--- config.mk ---
export PLATFORM = sky130hd
export DESIGN_NAME = fir31_interp
export DESIGN_NICKNAME = d
export VERILOG_FILES = /design/src/rtl/fir31_interp.sv
export SDC_FILE = /design/constraint.sdc
export NUM_CORES = 1
export LEC_CHECK = 0
export CORE_AREA = 2 2 145 119
export CTS_CLUSTER_DIAMETER = 120
export DETAILED_ROUTE_END_ITERATION = 7
export DIE_AREA = 0 0 147 121
export SETUP_SLACK_MARGIN = 0.3
export SYNTH_ARGS = -nofsm -noshare
export SYNTH_HDL_FRONTEND = slang
export SYNTH_SLANG_ARGS = --single-unit
--- constraint.sdc ---
create_clock -name clock -period 9.1 [get_ports clock]
set_input_delay 1.365 -clock clock [delete_from_list [all_inputs] [get_ports clock]]
set_output_delay 1.365 -clock clock [all_outputs]
set_load 0.02 [all_outputs]
--- src/rtl/fir31_interp.sv ---
// fir31_interp: 1:8 polyphase interpolating 31-tap low-pass FIR; define FIR31_INTERP_SATURATE_EN to clamp y instead of wrapping
module fir31_interp (
  input  logic              clock,
  input  logic              reset_n,
  input  logic              ready,
  input  logic signed [7:0] x,
  input  logic              x_valid,
  output logic              sample_req,
  output logic signed [17:0] y,
  output logic              y_valid,
  output logic              overrun
);
  typedef enum logic [1:0] {IDLE, MAC, DONE} state_t;
  localparam logic signed [9:0] C [16] = '{-10'sd1, -10'sd1, -10'sd3, -10'sd5, -10'sd6, -10'sd7, -10'sd5, 10'sd0,
                                           10'sd10, 10'sd26, 10'sd46, 10'sd69, 10'sd91, 10'sd110, 10'sd123, 10'sd128};
  state_t state, state_nx;
  logic ready_prev, start;
  logic signed [7:0] h [4];
  logic signed [7:0] pending, x_in;
  logic [2:0] phase;
  logic [1:0] idx;
  logic signed [19:0] acc;
  logic [4:0] tap;
  logic [3:0] m;
  logic signed [9:0] coef;
  logic signed [17:0] prod;
  logic signed [17:0] y_nx;
  assign start = ready & ~ready_prev;
  assign x_in = x_valid ? x : pending;
  assign tap = {idx, phase};
  assign m = tap[4] ? 4'(5'd30 - tap) : tap[3:0];
  assign coef = tap == 5'd31 ? 10'sd0 : C[m];
  assign prod = 18'(coef) * 18'(h[idx]);
`ifdef FIR31_INTERP_SATURATE_EN
  logic signed [22:0] scaled;
  assign scaled = {acc, 3'b000};
  assign y_nx = scaled > 23'sd131071 ? 18'sd131071 : scaled < -23'sd131072 ? -18'sd131072 : scaled[17:0];
`else
  assign y_nx = {acc[14:0], 3'b000};
`endif
  // state register
  always_ff @(posedge clock or negedge reset_n)
    if (!reset_n) state <= IDLE;
    else state <= state_nx;
  // next state: IDLE -> MAC (4 taps) -> DONE -> IDLE
  always_comb begin
    state_nx = state;
    state_nx = state == IDLE ? (start ? MAC : IDLE) : state == MAC ? (idx == 2'd3 ? DONE : MAC) : IDLE;
  end
  // datapath: edge detect, history push, tap accumulation, output scaling and phase advance
  always_ff @(posedge clock or negedge reset_n)
    if (!reset_n) begin
      ready_prev <= 1'b0;
      pending <= '0;
      h[0] <= '0;
      h[1] <= '0;
      h[2] <= '0;
      h[3] <= '0;
      phase <= '0;
      idx <= '0;
      acc <= '0;
      y <= '0;
      y_valid <= 1'b0;
      sample_req <= 1'b0;
      overrun <= 1'b0;
    end else begin
      ready_prev <= ready;
      sample_req <= 1'b0;
      y_valid <= 1'b0;
      if (x_valid) pending <= x;
      if (start && state != IDLE) overrun <= 1'b1;
      case (state)
        IDLE: if (start) begin
          if (phase == 3'd0) begin
            h[3] <= h[2];
            h[2] <= h[1];
            h[1] <= h[0];
            h[0] <= x_in;
            sample_req <= 1'b1;
          end
          acc <= '0;
          idx <= '0;
        end
        MAC: begin
          acc <= acc + 20'(prod);
          idx <= idx + 2'd1;
        end
        default: begin
          y <= y_nx;
          y_valid <= 1'b1;
          phase <= phase + 3'd1;
        end
      endcase
    end
endmodule

# Yosys cells after proc, flatten, opt, wreduce, memory -nomap -nowiden
# Memories as Yosys holds them, arrays and structs flattened.
# Cells that the tools add are included.
dict set report totals {
  memories 1
  reg_bits 86
  latch_bits 0
  rom_bits 160
  input_bits 12
  wordCells 58
  ram_bits 0
  output_inout_bits 21
}
# memory words word_bits read_ports rd_ports_with_merged_regs write_ports line
set mem_list {}
lappend mem_list {{(name not given)} 16 10 1 0 0 32} ;# assign coef = tap == 5'd31 ? 10'sd0 : C[m];
dict set report classes {
  bitwise 4
  order_cmp 2
  eq_ne 4
  n_reduce_logical 8
  n_mux 20
  div 0
  multipliers 1
  shifts 0
  n_addsub 4
}
# op count
set ops {}
lappend ops {{20-bit case mux with 2 select lines} 1}
lappend ops {{10-bit two-way mux} 3}
lappend ops {{8-bit two-way mux} 3}
lappend ops {{20-bit by 18-bit adder with 20-bit output} 1}
lappend ops {{20-bit two-way mux} 1}
lappend ops {{10-bit by 8-bit multiplier with 18-bit output} 1}
lappend ops {{8-bit binary-select mux with 2-bit select} 1}
lappend ops {{2-bit two-way mux} 4}
lappend ops {{5-bit == test (second input constant)} 1}
lappend ops {{5-bit >= comparator (second input constant)} 1}
lappend ops {{1-bit two-way mux} 5}
lappend ops {{4-bit NOT with 5-bit output} 1}
lappend ops {{4-bit two-way mux} 1}
lappend ops {{2-bit case mux with 2 select lines} 1}
lappend ops {{2-bit nonzero test} 2}
lappend ops {{4-bit subtractor (first input constant)} 1}
lappend ops {{3-bit by 1-bit adder with 3-bit output (second input constant)} 1}
lappend ops {{3-bit >= comparator (second input constant)} 1}
lappend ops {{3-bit logical NOT} 1}
lappend ops {{2-bit NOT with 3-bit output} 1}
lappend ops {{3-bit AND reduction} 1}
lappend ops {{2-bit by 1-bit adder with 2-bit output (second input constant)} 1}
lappend ops {{2-bit by 1-bit == test with 1-bit output (second input constant)} 1}
lappend ops {{2-bit == test (second input constant)} 1}
lappend ops {{7 further kinds} 7}

# Logic depth before layout (Yosys ltp)
# Gate-level depths: netlist (run 1).
dict set report depth {
  depth_word 10
  ltp_mapped 26
  mapped_depth_nobuf 25
}

# Worst setup path after synthesis (run 1)
# No wires, ideal clock.
dict set report synth_path {
  path_type {reg-to-reg}
  startpoint {reg phase[1]}
  endpoint {reg acc[14]}
  required_ns 8.979
  setup_slack_ns 3.189
  stages_incl_launch_ff 21
  setup_ns 0.121
  period_less_slack_ns 5.911
  t_arrival_ns 5.790
  path_cell_list {dfrtp_1 -> ha_1 -> buf_2 -> nor2b_1 -> xnor2_1 -> or3b_1 -> a21oi_2 -> nand2_1 -> fa_1 -> fa_1 -> inv_1 -> fa_1 -> fa_1 -> fa_1 -> ha_1 -> o21ai_1 -> a21boi_1 -> o21a_1 -> o41ai_1 -> xnor2_1 -> a22o_1}
}
dict set report synth_via {
  elab_chain_len 10
  elab_cells_between_ends 11
  classes_between {add/sub (2); mul (1); eq/ne (1); mux (5); bitwise (1); memory (1)}
}
# item line
set synth_rtl {}
lappend synth_rtl {{start, declared} 20} ;# logic [2:0] phase;
lappend synth_rtl {{start signal, assigned} 91} ;# phase <= phase + 3'd1;
lappend synth_rtl {{4-bit subtractor} 31} ;# assign m = tap[4] ? 4'(5'd30 - tap) : tap[3:0];
lappend synth_rtl {{4-bit two-way mux} 31}
lappend synth_rtl {{4-bit NOT with 5-bit output (not written as such)} 32}
lappend synth_rtl {{memory 16 x 10 bit} -}
lappend synth_rtl {{10-bit two-way mux (not written as such) (2 in a row)} 32}
lappend synth_rtl {{10-bit two-way mux *} 32}
lappend synth_rtl {{10-bit by 8-bit multiplier with 18-bit output *} 33} ;# assign prod = 18'(coef) * 18'(h[idx]);
lappend synth_rtl {{20-bit by 18-bit adder with 20-bit output *} 85} ;# acc <= acc + 20'(prod);
lappend synth_rtl {{20-bit case mux with 2 select lines *} 72} ;# case (state)
lappend synth_rtl {{end signal, assigned} 85}
lappend synth_rtl {{end, declared} 22} ;# logic signed [19:0] acc;
# Every way passes the cells marked *; elsewhere a longest branch is shown, timed or not. The select of a mux whose other input is x is not followed.
# A chain may end at the register's enable or synchronous reset.

# Worst setup path in the final report (run 1)
dict set report layout_path {
  startpoint {reg idx[1]}
  endpoint {reg acc[14]}
}
dict set report layout_via {
  elab_chain_len 9
  elab_cells_between_ends 14
  classes_between {add/sub (1); mul (1); eq/ne (1); mux (8); bitwise (2); memory (1)}
}
# item line
set layout_rtl {}
lappend layout_rtl {{start, declared} 21} ;# logic [1:0] idx;
lappend layout_rtl {{start signal, assigned} 86} ;# idx <= idx + 2'd1;
lappend layout_rtl {{4-bit two-way mux} 31}
lappend layout_rtl {{4-bit NOT with 5-bit output (not written as such)} 32}
lappend layout_rtl {{memory 16 x 10 bit} -}
lappend layout_rtl {{10-bit two-way mux (not written as such) (2 in a row)} 32}
lappend layout_rtl {{10-bit two-way mux} 32}
lappend layout_rtl {{10-bit by 8-bit multiplier with 18-bit output *} 33}
lappend layout_rtl {{20-bit by 18-bit adder with 20-bit output *} 85}
lappend layout_rtl {{20-bit case mux with 2 select lines *} 72}
# Marked as above.

==> metrics.md, run 1 <==
| Metric | Value |
|---|---|
| Post-route insts no fill | ~870 |
| Die Span Y | about 120 um |
| Die Span X | around 150 um |
| Antenna violations before repair | 0 |
| Insertion delay to the later sink of the worst-skew pair | roughly 350 ps |
| Number of enable flip-flop cells after synthesis | 0 |
| Clock root buffer | sky130_fd_sc_hd__clkbuf_16 |
| Via count of the first global-routing pass | 4,471 |
| Clock-pin slew on the worst setup and hold paths | approximately 70 ps |
| Result of the run | finished clean |
| Placed instance count | roughly 850 |
| Setup repair after global routing missed its margin | false |
| Async set or reset register ratio after synthesis | 1.00 |
| Iter 0 DRT Violations | ~270 |
| Type of element launching the critical path | flip-flop |
| Clk buf depth | 2 |
| Arrival @ worst endpoint | a little under 7000 ps |
| Final worst slack | 2410 ps |
| Filler cell count | between 1,500 and 2,000 |
| N_diodes | 0 |
| Count of TritonRoute iterations in the first routing pass | 4 |
| Data required time of the worst path | 9340 ps |
| Capturing element type of the critical path | flip-flop |
| Cells taking the most area after synthesis | sky130_fd_sc_hd__dfrtp_1 32%, sky130_fd_sc_hd__fa_1 21%, sky130_fd_sc_hd__ha_1 7.6%, sky130_fd_sc_hd__nand2_1 7.3%, sky130_fd_sc_hd__mux2_2 6.2% |
| Dpl ws | between 2000 and 2500 ps |
| Top-level port count | 33 |
| GRT Util Overall | 0.166 |
| Clock tree from TritonCTS | done |
| Headroom to the max-slew limit | 0.228 |
| R2R cell count | 19 |
| Post-route antenna net violation count | 0 |
| # DRC | 0 |
| Crit share post-route | 0.735 |
| Most used flip-flop cell after synthesis | sky130_fd_sc_hd__dfrtp_1 |
| Share of the synthesized area in the top cell type | 0.317 |
| Summed negative setup slack over all endpoints | 0 ps |
| Die Footprint | 17,800 um2 |
| Number of buffers added by the clock tree synthesis step | 9 |
| Vias after detailed routing | about 4,300 |
| Critical path start-end classification | reg -> reg |
| Syn Inst Count | 625 |
| Maximum clock frequency | between 100 and 150 MHz |
| Maximum fanout along the worst path | 24 |
| Register bit total from synthesis | 81 |
| First-pass GRT wire length | ~23 mm |
| Pin count of the biggest net entering global routing | 82 |
| Max Slew Vio Count | 0 |
| Overflow left after global routing | 0 |
| Worst Max-Slew Pin Slew | between 1000 and 1500 ps |
| Area added between synthesis and finish | 12.0% |
| Dominant cell type by area after synthesis | sky130_fd_sc_hd__dfrtp_1 |
| Initial Utilization | 0.392 |
| Number of warning messages in the yosys log | 0 |
| Setup violators final | 0 |
| Floorplan row count | 42 |
| Post-CTS sizing | 0 |
| Worst hold path class | reg -> reg |
| GP Congestion | ~0.88 |
| Core Footprint | about 16,000 um2 |
| Routed wire length | between 10 and 15 mm |
| Wire per inst | roughly 15 um |
| Layout cell share with drive strength beyond 1 | 0.106 |
| Via/cell ratio | just under 5 |
| Half-perimeter wire length after placement | about 10 mm |
| Average cell area after synthesis | 10.2 um2 |
| Count of unique library cells instantiated by Yosys | 59 |
| Number of sinks driven by the clock tree | 81 |
| Setup Buffers After CTS | 0 |
| Min cycle time layout | around 6700 ps |
| Worst setup skew after layout | between 10 and 15 ps |
| Port buffer count | 29 |
| Number of stages on the worst hold path | 2 |
| Proportion of synthesized chip area in sequential cells | 0.317 |
| Hold Fails Final Rpt | 0 |
| Net total in the final layout | between 700 and 800 |
| Smallest hold slack | between 400 and 500 ps |
| Summed instance area of the synthesized netlist | between 6000 and 7000 um2 |
| Max-cap viol count | 0 |
| Total number of H-tree levels | 3 |
| Quantity of hold-fixing buffers added after cts | 0 |
==> state kept, by name, summed over array words and instances, names as in the netlist, 2 cells and up <==
name / flops
acc: 15
state: 2
y: 15
pending: 8
phase: 3
idx: 2
h: 32
==> path summary, 6_finish.rpt <==
check / from / to / slack, ps
min in group asynchronous: reset_n / phase[2] / 1210
hold reg to reg: h[5] / h[5] / 480
setup reg to reg: idx[1] / acc[14] / 2410
hold / removal: h[5] / h[5] / 480
setup / recovery: idx[1] / acc[14] / 2410
max in group asynchronous: reset_n / acc[14] / 7250
==> critical path, stage by stage (launching register included) <==
cell,delay (ps)
sky130_fd_sc_hd__dfrtp_1,920
sky130_fd_sc_hd__inv_2,170
sky130_fd_sc_hd__nor3b_1,280
sky130_fd_sc_hd__or2_1,340
sky130_fd_sc_hd__a211oi_1,110
sky130_fd_sc_hd__a211oi_2,440
sky130_fd_sc_hd__nand2_1,150
sky130_fd_sc_hd__fa_1,510
sky130_fd_sc_hd__fa_1,560
sky130_fd_sc_hd__inv_1,60
sky130_fd_sc_hd__fa_1,500
sky130_fd_sc_hd__fa_1,570
sky130_fd_sc_hd__fa_1,420
sky130_fd_sc_hd__ha_1,350
sky130_fd_sc_hd__o21ai_1,140
sky130_fd_sc_hd__a21boi_1,130
sky130_fd_sc_hd__o21a_1,230
sky130_fd_sc_hd__o41ai_1,380
sky130_fd_sc_hd__xnor2_1,130
sky130_fd_sc_hd__a22o_1,180
==> synth_stat cells (all sizes together), types with 2 or more instances <==
master and number:
a211oi 4, a21boi 3, a21o 5, a21oi 12
a22o 7, and2 10, buf 15, clkbuf 10
dfrtp 81, fa 67, ha 39, inv 70
mux2 35, mux2i 9, mux4 3, nand2 125
nand2b 6, nand3 7, nand4b 2, nor2 34
nor2b 7, nor3 2, nor3b 5, nor4b 2
o21a 4, o21ai 16, o21bai 2, o31ai 2
or2 3, xnor2 15, xor2 7
==> cells by family after synthesis <==
logic type	share of synthesized area
simple gates	0.144
compound gates	0.0703
fa+ha+maj	0.286
buf+inv	0.0635
other cells	0.000587
flops	0.317
xor+xnor	0.0302
mux	0.0875
==> area by class of cell <==
cell class	instances	area [um2]	area share
Clock inverter	7	92.6	0.0129
Inverter	70	263	0.0367
Sequential cell	81	2030	0.283
Multi-Input combinational cell	451	3970	0.555
Clock buffer	9	225	0.0315
Timing Repair Buffer	31	303	0.0423
Tap cell	220	275	0.0385
==> stage by stage <==
step	area (um2)	util
after floorplan	6400	-
after global routing	7150	0.439
final	7150	0.439
after global placement	6840	0.420
after CTS	7150	0.439
after detailed placement	6840	0.420
==> cell usage in the layout (no fill, tap or decap), drive strengths merged, types with 2 or more instances in the layout <==
cell type,count
mux2,35
a21oi,12
mux2i,9
o21bai,2
nor2,34
mux4,3
conb,3
and2,10
nand3,7
dfrtp,81
a22o,7
ha,39
nor3,2
buf,3
nand4b,2
nor4b,2
nor3b,5
nand2b,6
fa,67
a211oi,4
clkbuf,9
xor2,7
clkdlybuf4s50,28
nand2,125
o31ai,2
o21a,4
o21ai,16
xnor2,15
or2,3
a21boi,3
nor2b,7
inv,75
a21o,5
==> per-layer routing <==
metal  routed length, um  track usage  up-vias
met5                   0            0        -
met4                 132       0.0451        0
met3                 649       0.0406        7
met2                5940        0.250       82
met1                6370        0.240     2153
li1                    -            -     2044
Power of run 1 is left out: the tool's default activity adds up to more than one toggle a clock period on the data nets, which glitch-free logic cannot reach.
==> run 2, diff against run 1 <==
clock period = 6 ns   (was 9.1 ns; I/O delays follow)
==> metrics.md, run 2 (synthesized netlist as in run 1, its figures left out) <==
| Metric | Value |
|---|---|
| Result of the run | finished clean |
| Max-cap viol count | 0 |
| Area added between synthesis and finish | 23.3% |
| Count of TritonRoute iterations in the first routing pass | 5 |
| Bufs and invs on worst path | 1 |
| Floorplan row count | 42 |
| Initial Utilization | 0.392 |
| Post-route antenna net violation count | 0 |
| Worst setup skew after layout | approximately 8.9 ps |
| Largest register FFs | 32 |
| Type of element launching the critical path | flip-flop |
| Pin count of the biggest net entering global routing | 55 |
| Overflow left after global routing | 0 |
| Wire per inst | between 15 and 20 um |
| Maximum clock frequency | 177 MHz |
| Half-perimeter wire length after placement | between 10 and 15 mm |
| Layout cell share with drive strength beyond 1 | 0.250 |
| GRT Util Overall | 0.181 |
| Top-level port count | 33 |
| Port buffer count | 29 |
| Routed wire length | around 15 mm |
| N_diodes | 0 |
| Number of buffers added by the clock tree synthesis step | 9 |
| Clock-pin slew on the worst setup and hold paths | 70 ps |
| Placement Cell Area | roughly 7000 um2 |
| Most common cell after layout, fill and taps aside | sky130_fd_sc_hd__nand2_1 |
| Hold Fails Final Rpt | 0 |
| Number of sinks driven by the clock tree | 81 |
| Clk buf depth | 2 |
| Vias after detailed routing | approximately 4,600 |
| Capturing element type of the critical path | flip-flop |
| Headroom to the max-slew limit | 0.261 |
| Register with the most flip-flops | h |
| Total number of H-tree levels | 3 |
| Post-route cell area | a little under 8000 um2 |
| Maximum fanout along the worst path | 6 |
| Die Span X | 147 um |
| Setup repair after global routing missed its margin | true |
| Largest registers | h (32), acc (15), y (15) |
| Core Footprint | between 15,000 and 20,000 um2 |
| Net total in the final layout | between 800 and 900 |
| Clock root buffer | sky130_fd_sc_hd__clkbuf_16 |
| Die Footprint | 17,800 um2 |
| # DRC | 0 |
| Kind of cell with the highest combined delay on the critical path | adder cells |
| Clock tree from TritonCTS | done |
| Die Span Y | about 120 um |
| Crit share post-route | 0.944 |
| Antenna violations before repair | 0 |
| Min cycle time layout | approximately 5700 ps |
| First-pass GRT wire length | around 25 mm |
| Via count of the first global-routing pass | 5,072 |
| Delay of the slowest cell on the worst path | around 580 ps |
| Critical path, cell by cell | ha_4, nor2b_4, xnor2_4, or3b_4, a21oi_4, nand2_2, fa_1, fa_1, inv_2, fa_1, fa_1, fa_1, ha_4, o21ai_2, a21boi_2, o21a_2, o41ai_2, xnor2_1, a22o_1 |
| Setup violators final | 0 |
| Critical path start-end classification | reg -> reg |
| Data required time of the worst path | 6240 ps |
| Iter 0 DRT Violations | 424 |
| GP Congestion | 0.930 |
| Via/cell ratio | roughly 5.0 |
| Insertion delay to the later sink of the worst-skew pair | 350 ps |
| Worst Max-Slew Pin Slew | 1110 ps |
| Max Slew Vio Count | 0 |
| Worst hold path class | in -> async |
| Filler cell count | approximately 1,500 |
| Arrival @ worst endpoint | between 5000 and 6000 ps |
| Highest-count cells in the layout ignoring fill and taps | 122 x sky130_fd_sc_hd__nand2_1, 78 x sky130_fd_sc_hd__dfrtp_1, 64 x sky130_fd_sc_hd__fa_1, 63 x sky130_fd_sc_hd__inv_1, 49 x sky130_fd_sc_hd__buf_4 |
| Slowest-stage cell, CP | sky130_fd_sc_hd__fa_1 |
| Cell repeated most along the worst path | sky130_fd_sc_hd__fa_1 |
==> run 2: what timing repair did <==
item	4_1_cts	5_1_grt
hold buffers	0	0
setup endpoints to repair	5	5
pin swaps	18	32
cloned	0	0
resized for setup	34	40
buffers inserted	18	11
==> run 2: area by class of cell <==
class,count,area [um2],area share
inverters,70,265,0.0337
clock buffers,10,239,0.0303
clock inverters,6,78.8,0.0100
flip-flops and latches,81,2030,0.258
well taps,220,275,0.0349
multi-input cells,451,4270,0.542
repair buffers,83,719,0.0913
==> run 2: layer usage <==
metal / up-vias / routed length, um / track usage
met3: 26 / 829 / 0.0414
met1: 2332 / 6830 / 0.242
li1: 2158 / - / -
met2: 116 / 6680 / 0.298
met4: 0 / 340 / 0.0523
met5: - / 0 / 0
==> run 2: final timing paths <==
kind | start | to | slack (ps) | cells after the start
max reg2reg | phase[1] | acc[14] | 340 | 19
min | reset_n | y[4] | 480 | 1
max in group asynchronous | reset_n | phase[0] | 4430 | 2
min in group clock | h[5] | h[5] | 480 | 2
min reg2reg | h[5] | h[5] | 480 | 2
max | phase[1] | acc[14] | 340 | 19
==> run 2: per-stage QoR <==
stage	worst slack (ps)	TNS, ps	hold WS, ps	instances	utilization
detailed placement	-1.53	-1.53	460	876	0.432
global route	167	0	504	921	0.484
global placement	231	0	452	876	0.432
CTS	302	0	479	910	0.470
floorplan	340	0	440	627	-
finish	335	0	477	921	0.484
Power of run 2 is left out for the same reason.
==> run 3, diff against run 2 <==
ABC_AREA = 1   (was default)
CORE_AREA = 2 2 146 120   (was 2 2 145 119)
DIE_AREA = 0 0 148 122   (was 0 0 147 121)
==> metrics.md, run 3 <==
| Metric | Value |
|---|---|
| Cell repeated most along the worst path | sky130_fd_sc_hd__fa_1 |
| Number of sinks driven by the clock tree | 81 |
| Result of the run | finished clean |
| Filler cell count | 1,636 |
| Most used flip-flop cell after synthesis | sky130_fd_sc_hd__dfrtp_1 |
| Routed wire length | 13.8 mm |
| Register bit total from synthesis | 81 |
| Arrival @ worst endpoint | roughly 5700 ps |
| Via count of the first global-routing pass | between 4,000 and 5,000 |
| Wire per inst | ~13 um |
| Largest register FFs | 32 |
| Slowest-stage cell, CP | sky130_fd_sc_hd__fa_1 |
| Number of warning messages in the yosys log | 0 |
| Clock tree from TritonCTS | done |
| Average cell area after synthesis | 8.63 um2 |
| Async set or reset register ratio after synthesis | 1.00 |
| Number of enable flip-flop cells after synthesis | 0 |
| Count of TritonRoute iterations in the first routing pass | 4 |
| Setup violators final | 0 |
| Setup repair after global routing missed its margin | true |
| Die Span Y | approximately 120 um |
| Placement Cell Area | 7090 um2 |
| First-pass GRT wire length | 24.2 mm |
| Die Footprint | 18,100 um2 |
| Proportion of synthesized chip area in sequential cells | 0.310 |
| Insertion delay to the later sink of the worst-skew pair | about 350 ps |
| Most instantiated cells after synthesis | 177 x sky130_fd_sc_hd__nand2_1, 132 x sky130_fd_sc_hd__inv_1, 81 x sky130_fd_sc_hd__dfrtp_1, 67 x sky130_fd_sc_hd__fa_1, 66 x sky130_fd_sc_hd__nor2_1 |
| Floorplan row count | 43 |
| Capturing element type of the critical path | flip-flop |
| Vias after detailed routing | 4,807 |
| Maximum fanout along the worst path | 7 |
| Dominant cell type by area after synthesis | sky130_fd_sc_hd__dfrtp_1 |
| Top-level port count | 33 |
| Most common cell after layout, fill and taps aside | sky130_fd_sc_hd__nand2_1 |
| # DRC | 0 |
| Critical path, cell by cell | ha_1, inv_1, nand3_1, nand2_2, inv_2, nor2_2, o21ai_0, nand3_1, nand2_1, fa_1, fa_1, inv_1, fa_1, fa_1, fa_1, ha_4, a21oi_2, o21ai_1, a21oi_2, nor2_1, o21ai_0, nand2_1, xnor2_1, o21ai_1 |
| Syn Inst Count | between 700 and 800 |
| Initial Utilization | 0.389 |
| Share of the synthesized area in the top cell type | 0.310 |
| Critical path start-end classification | reg -> reg |
| Overflow left after global routing | 0 |
| Delay of the slowest cell on the worst path | 580 ps |
| Die Span X | 148 um |
| Hold Fails Final Rpt | 0 |
| Max-cap viol count | 0 |
| Flop2flop setup slack | 490 ps |
| Post-route antenna net violation count | 0 |
| Headroom to the max-slew limit | 0.331 |
| Post-route cell area | 7620 um2 |
| Register with the most flip-flops | h |
| Data required time of the worst path | around 6200 ps |
| Pin count of the biggest net entering global routing | between 80 and 90 |
| Min cycle time layout | about 5500 ps |
| Net total in the final layout | between 900 and 1,000 |
| Port buffer count | 29 |
| Maximum clock frequency | around 180 MHz |
| Max Slew Vio Count | 0 |
| Half-perimeter wire length after placement | between 10 and 15 mm |
| Count of unique library cells instantiated by Yosys | 43 |
| Clock-pin slew on the worst setup and hold paths | 60 ps |
| Worst hold path class | reg -> reg |
| Iter 0 DRT Violations | 286 |
| Summed negative setup slack over all endpoints | 0 ps |
| Layout cell share with drive strength beyond 1 | 0.146 |
| Highest-count cells in the layout ignoring fill and taps | 177 x sky130_fd_sc_hd__nand2_1, 129 x sky130_fd_sc_hd__inv_1, 78 x sky130_fd_sc_hd__dfrtp_1, 65 x sky130_fd_sc_hd__fa_1, 60 x sky130_fd_sc_hd__nor2_1 |
| Core Util, Final | 0.454 |
| GRT Util Overall | 0.170 |
| Summed instance area of the synthesized netlist | approximately 6500 um2 |
| Leading cell type by number of instances after synthesis | sky130_fd_sc_hd__nand2_1 |
| Clock root buffer | sky130_fd_sc_hd__clkbuf_16 |
| Worst setup skew after layout | approximately 7.7 ps |
| GP Congestion | 0.882 |
| Type of element launching the critical path | flip-flop |
| Clk buf depth | 2 |
| Antenna violations before repair | 0 |
| Number of buffers added by the clock tree synthesis step | 9 |
| Total number of H-tree levels | 3 |
| Worst Max-Slew Pin Slew | about 1000 ps |
| Crit share post-route | 0.918 |
| Via/cell ratio | 4.65 |
| Largest registers | h (32), acc (15), y (15) |
| N_diodes | 0 |
| Area added between synthesis and finish | 16.7% |
| Cells taking the most area after synthesis | sky130_fd_sc_hd__dfrtp_1 31%, sky130_fd_sc_hd__fa_1 21%, sky130_fd_sc_hd__nand2_1 10%, sky130_fd_sc_hd__inv_1 7.6%, sky130_fd_sc_hd__ha_1 7.5% |
| Core Footprint | between 15,000 and 20,000 um2 |
run 3: area by class of cell:
cell class | instances | area [um2] | area share
Sequential cell | 81 | 2030 | 0.266
Multi-Input combinational cell | 517 | 3970 | 0.520
Timing Repair Buffer | 56 | 494 | 0.0648
Clock buffer | 10 | 239 | 0.0313
Tap cell | 225 | 282 | 0.0369
Clock inverter | 6 | 90.1 | 0.0118
Inverter | 138 | 520 | 0.0683
run 3: worst paths after layout:
kind	cells after the start	end	start
worst max-delay path	24	acc[12]	phase[0]
min in group asynchronous	1	pending[7]	reset_n
worst min register to register	1	overrun	overrun
worst min-delay path	1	overrun	overrun
max in group asynchronous	1	phase[2]	reset_n
worst max register to register	24	acc[12]	phase[0]
run 3: critical path: cells and delay by family, from the launching register on:
| kind | cells | cell delay (ps) |
|---|---|---|
| DFF | 1 | 450 |
| and+or+nand+nor | 7 | 730 |
| buffers and inverters | 3 | 250 |
| xor gates and xnor gates | 1 | 140 |
| AOI/OAI and AO/OA | 6 | 720 |
| adders and majority gates | 7 | 3090 |
run 3: kinds of logic (layout without fill, tap and decap cells):
family,after synthesis,after routing,share of synthesized area
AND/OR/NAND/NOR,293,293,0.190
buffers and inverters,161,210,0.101
adder cells (fa/ha/maj),106,106,0.280
AO/OA/AOI/OAI,95,95,0.0856
flip-flops,81,81,0.310
multiplexers,15,15,0.0259
XOR/XNOR,5,5,0.00671
other,1,3,0.000574
run 3: layer usage:
metal  up-vias  track usage  wire length (um)
met1      2283        0.262              7210
li1       2421            -                 -
met2        90        0.249              5820
met5         -            0                 0
met4         0       0.0423               191
met3        13       0.0288               558
run 3: through the flow:
| step | cells | worst slack [ps] | hold slack [ps] |
|---|---|---|---|
| 4_1_cts | 1030 | 309 | 483 |
| 3_5_place_dp | 1006 | 83.2 | 464 |
| 6_report | 1033 | 494 | 479 |
| 2_1_floorplan | 759 | 511 | 446 |
| 3_3_place_gp | 1006 | 196 | 461 |
| 5_1_grt | 1033 | 234 | 488 |
run 3: what timing repair did:
item	in CTS	in global routing
setup buffers	8	3
pin swaps	2	9
setup endpoints to repair	3	6
hold buffers	0	0
gates resized for setup	6	33
Power of run 3 is left out for the same reason.
